--- config.mk ---
export PLATFORM = sky130hd
export DESIGN_NAME = fifo_wr_burst
export DESIGN_NICKNAME = d
export VERILOG_FILES = /design/src/rtl/fifo_wr_burst.sv
export SDC_FILE = /design/constraint.sdc
export NUM_CORES = 1
export LEC_CHECK = 0
export CAP_MARGIN = 10
export CORE_UTILIZATION = 42
export DETAILED_ROUTE_END_ITERATION = 10
export PLACE_DENSITY = 0.78
export SLEW_MARGIN = 20
export SYNTH_ARGS = -nofsm -noshare
export SYNTH_HDL_FRONTEND = slang
export SYNTH_SLANG_ARGS = --single-unit
--- constraint.sdc ---
create_clock -name W_CLK -period 1.9 [get_ports W_CLK]
set_input_delay 0.57 -clock W_CLK [delete_from_list [all_inputs] [get_ports W_CLK]]
set_output_delay 0.57 -clock W_CLK [all_outputs]
set_load 0.02 [all_outputs]
--- src/rtl/fifo_wr_burst.sv ---
// Write-side burst sequencer: takes a length command, then streams that many source words into the FIFO.
// A word accepted at edge N is written during cycle N+1; W_FULL holds the word and stops IN_READY.
module fifo_wr_burst #(
    parameter int DATA_WIDTH = 8,
    parameter int MAX_BURST  = 16,
    localparam int LEN_W     = $clog2(MAX_BURST) + 1
) (
    input  logic                  W_CLK,
    input  logic                  W_RST,
    input  logic                  BURST_REQ,
    input  logic [LEN_W-1:0]      BURST_LEN,
    output logic                  BURST_ACK,
    output logic                  BURST_ERR,
    input  logic [DATA_WIDTH-1:0] IN_DATA,
    input  logic                  IN_VALID,
    output logic                  IN_READY,
    input  logic                  W_FULL,
    output logic                  W_INC,
    output logic [DATA_WIDTH-1:0] W_DATA,
    output logic                  BUSY,
    output logic                  DONE
);

    localparam logic [LEN_W-1:0] MAX_LEN = LEN_W'(MAX_BURST);

    typedef enum logic [1:0] {
        IDLE,
        XFER,
        DRAIN
    } state_t;

    state_t                  state;
    logic                    hold_vld;
    logic [DATA_WIDTH-1:0]   hold_data;
    logic [LEN_W-1:0]        count;
    logic [LEN_W-1:0]        len;
    logic                    accept;
    logic                    len_ok;
    logic [LEN_W-1:0]        count_nxt;

    assign W_DATA    = hold_data;
    assign W_INC     = hold_vld && !W_FULL;
    // The hold stage may take a new word in the same cycle it drains the old one.
    assign IN_READY  = (state == XFER) && (count < len) && (!hold_vld || !W_FULL);
    assign accept    = IN_VALID && IN_READY;
    assign BUSY      = (state != IDLE);
    assign len_ok    = (BURST_LEN != '0) && (BURST_LEN <= MAX_LEN);
    assign count_nxt = count + LEN_W'(1);

    always_ff @(posedge W_CLK) begin
        if (W_RST) begin
            state     <= IDLE;
            hold_vld  <= 1'b0;
            hold_data <= '0;
            count     <= '0;
            len       <= '0;
            BURST_ACK <= 1'b0;
            BURST_ERR <= 1'b0;
            DONE      <= 1'b0;
        end else begin
            BURST_ACK <= 1'b0;
            BURST_ERR <= 1'b0;
            DONE      <= 1'b0;

            if (accept) begin
                hold_data <= IN_DATA;
                hold_vld  <= 1'b1;
            end else if (W_INC) begin
                hold_vld  <= 1'b0;
            end

            case (state)
                IDLE: begin
                    if (BURST_REQ) begin
                        if (len_ok) begin
                            len       <= BURST_LEN;
                            count     <= '0;
                            BURST_ACK <= 1'b1;
                            state     <= XFER;
                        end else begin
                            BURST_ERR <= 1'b1;
                        end
                    end
                end
                XFER: begin
                    if (accept) begin
                        count <= count_nxt;
                        if (count_nxt == len) state <= DRAIN;
                    end
                end
                DRAIN: begin
                    if (W_INC) begin
                        DONE  <= 1'b1;
                        state <= IDLE;
                    end
                end
                default: state <= IDLE;
            endcase
        end
    end

endmodule

==> impl_results.md <==
* Status: finished with violations
* Failing checks: negative setup slack
* Pwr per Cell Area at 531.3 mW/mm^2
* Routed len/inst at roughly 15 um
* DR DRC count at 0
* Final Max Slew Viols at 0
* RD Place Congestion at 0.9015
* Final HPWL DP at roughly 2300 um
* Top Usage Layer GRT: met2
* Setup TNS Final at -0.2180 ns
* Leading area contributor after synthesis: dfxtp_1
* Crit Path Class: reg -> out
* R2R Setup Slk at -0.01 ns
* DIE AREA at 0.003028 mm^2
* Site Rows at 18
* Overall Global Routing Usage at about 23%
* Static leakage at 0.001026 uW
* R2r endpoint: count[3]
* Worst setup margin at -0.2112 ns
* Worst setup EP type: output pin
* Seq cells post-synth at 24
* Clock Pin Slew Worst Setup and Hold Paths at 0.14 ns
* Commonest non-fill, non-tap cells in the layout: buf_4 (34), dfxtp_1 (21), clkdlybuf4s50_1 (19)
* Crit path arrival time at around 1.5 ns
* Routed wire length at between 3000 and 4000 um
* Worst-skew pair later-pin latency at 0.32 ns
* Antenna Nets Post-Route at 0
* Flip-flop and latch area at 484.2 um^2
* Vias in the first global route at 1114
* Mapped Cells at 124
* Starting DRT DRC Count at 10
* Fin nets at 217
* CTS tree: done
* Clock Path Buffers at 2
* Mean area per synthesized cell at approximately 9.5 um^2
* Number of inserted diodes at 0
* Met1 Resource Use GR at 25.99%
* Data required time of the worst path at 1.33 ns
* Hold depth at 2
* Core region area at 0.002567 mm^2
* Final Critical Period at 2.111 ns
* GRT overflow at 0
* Main synth FF type: dfxtp_1
* Routing usage on met3 at 4.645%
* Hold_buf cts at 0
* Area taken by multi-input logic gates at roughly 740 um^2
* Area contributors post-synth: dfxtp_1 (41%), mux2i_1 (12%), ha_1 (6.4%)
* Startpoint Class: flop
* Largest net degree at the start of global routing at 14
* Max FO, Critical Path at 2
* Hold WC Path Type: reg -> reg
* DIE WIDTH at 55.03 um
* RR Startpoint: len[1]
* Routed vias at 1156
* Area share of the largest cell type after synthesis at 40.68%
* Peak supply drop at 0.0005810 V
* EDFF count, synth at 0
* H-Tree Depth at 1
* Worst slew margin at 73.77%
* Ys Warns at 0
* Count of final hold-check violations at 0
* Commonest non-fill, non-tap cell in the layout: buf_4
* Fraction of registers with async set/reset at 0%
* CTS Sinks at 24
* Slew @ Worst Pin at 0.3931 ns
* Die Y at roughly 55 um
* Setup-failing EPs final at 2
* Initial Utilization at a little under half
* Skew final at 0.005271 ns
* End of the worst hold path: W_DATA[5]
* Max Cap Violations at 0
* Share of layout cells above drive strength 1 at about 34%
* Met2 GRT Util at 42.97%
* Fillers at between 150 and 200
* Final worst path period share at 111.1%
* First-pass GRT wire length at a little under 5000 um
* Reg2Reg Depth at 8
* Clock Tree Root: clkbuf_4
* Place WS at -0.7053 ns
* F_max at between 400 and 500 MHz
* Final Util at 76.17%
* Hold_ws at 0.5153 ns
* Cell Area, Synth at roughly 0.0012 mm^2
* RSZ-0062 raised after global routing: yes
* Syn nets at 148
* Post-synth cell types at 35
* Initial antenna violation count at 0
* Routed vias/inst at ~5.2
* Drt pass-1 iters at 4
* I/O pins at 32
* Hold wc startpoint: W_DATA[5]
* Register area share after synthesis at 40.68%
* Syn-to-layout area delta at 65.57%
* I/O Buffers at 31
* Number of buffers created by CTS at 3
[power breakdown]
group,internal [uW],switching (uW)
clock,117,160
combinational,131,105
sequential,518,7.58
[state kept, by name, indices dropped and copies added (netlist names)]
| name | count |
|---|---|
| DONE | 1 |
| len | 5 |
| hold_vld | 1 |
| W_DATA | 8 |
| BURST_ACK | 1 |
| BURST_ERR | 1 |
| state | 2 |
| count | 5 |
[stage by stage]
stage | cell area (um^2) | total power, uW | instances
2_1_floorplan | 1182 | 624.6 | 124
3_3_place_gp | 1754 | 734.2 | 213
3_5_place_dp | 1754 | 741.6 | 213
4_1_cts | 1879 | 1026 | 220
5_1_grt | 1956 | 1084 | 222
6_report | 1956 | 1039 | 222
[critical path, cell delays in order (launching register included)]
cell and delay [ns]:
dfxtp_2 0.36, inv_2 0.04, ha_4 0.20, nor2b_4 0.12
o2111ai_2 0.18, and3_4 0.21, buf_6 0.11
[synth_stat cells, types with 2 or more instances]
master / number
dfxtp_1: 24
nor2_1: 15
mux2i_1: 14
inv_1: 11
nand2b_1: 8
ha_1: 6
nand2_1: 4
xnor2_1: 4
a21oi_1: 3
clkbuf_1: 3
or4_1: 3
nand3_1: 2
nor4_1: 2
o2111ai_1: 2
o221ai_1: 2
xor2_1: 2
[routing by layer]
metal | vias to the layer above | part of all wire (%)
met1 | 548 | 41
met5 | - | 0
met3 | 6 | 3.6
met4 | 0 | 1.6
met2 | 29 | 53
li1 | 573 | -
[final cells by class]
class | count | area share, %
timing repair buffer | 68 | 31.48
inverter | 11 | 2.111
tap | 30 | 1.919
clock buffer | 4 | 1.855
multi-input combinational | 85 | 37.88
sequential | 24 | 24.76
[cells by family after synthesis]
family                     Yosys count  share of synthesized area [%]
adders and majority gates            6                          6.356
muxes                               14                          11.86
buffers and inverters               15                          4.872
and+or+nand+nor                     45                          22.88
DFF                                 24                          40.68
AOI/OAI and AO/OA                   14                          8.900
xor gates and xnor gates             6                          4.449
[what timing repair did]
action | CTS | global route
setup endpoints to repair | 9 | 28
gates resized for setup | 27 | 20
buffers inserted | 3 | 2
pin swaps | 4 | 8
[how the worst max path moves through the flow]
| stage | slack [ns] | end | start |
|---|---|---|---|
| 6_report | -0.21 | IN_READY | len[1] |
| 5_1_grt | -0.26 | IN_READY | len[1] |
| 4_1_cts | -0.26 | IN_READY | len[1] |
| 3_5_place_dp | -0.71 | IN_READY | W_FULL |
| 3_3_place_gp | -0.69 | IN_READY | W_FULL |
| 2_1_floorplan | 0.006 | IN_READY | len[1] |
No activity file was read; power rests on OpenSTA's default activity.
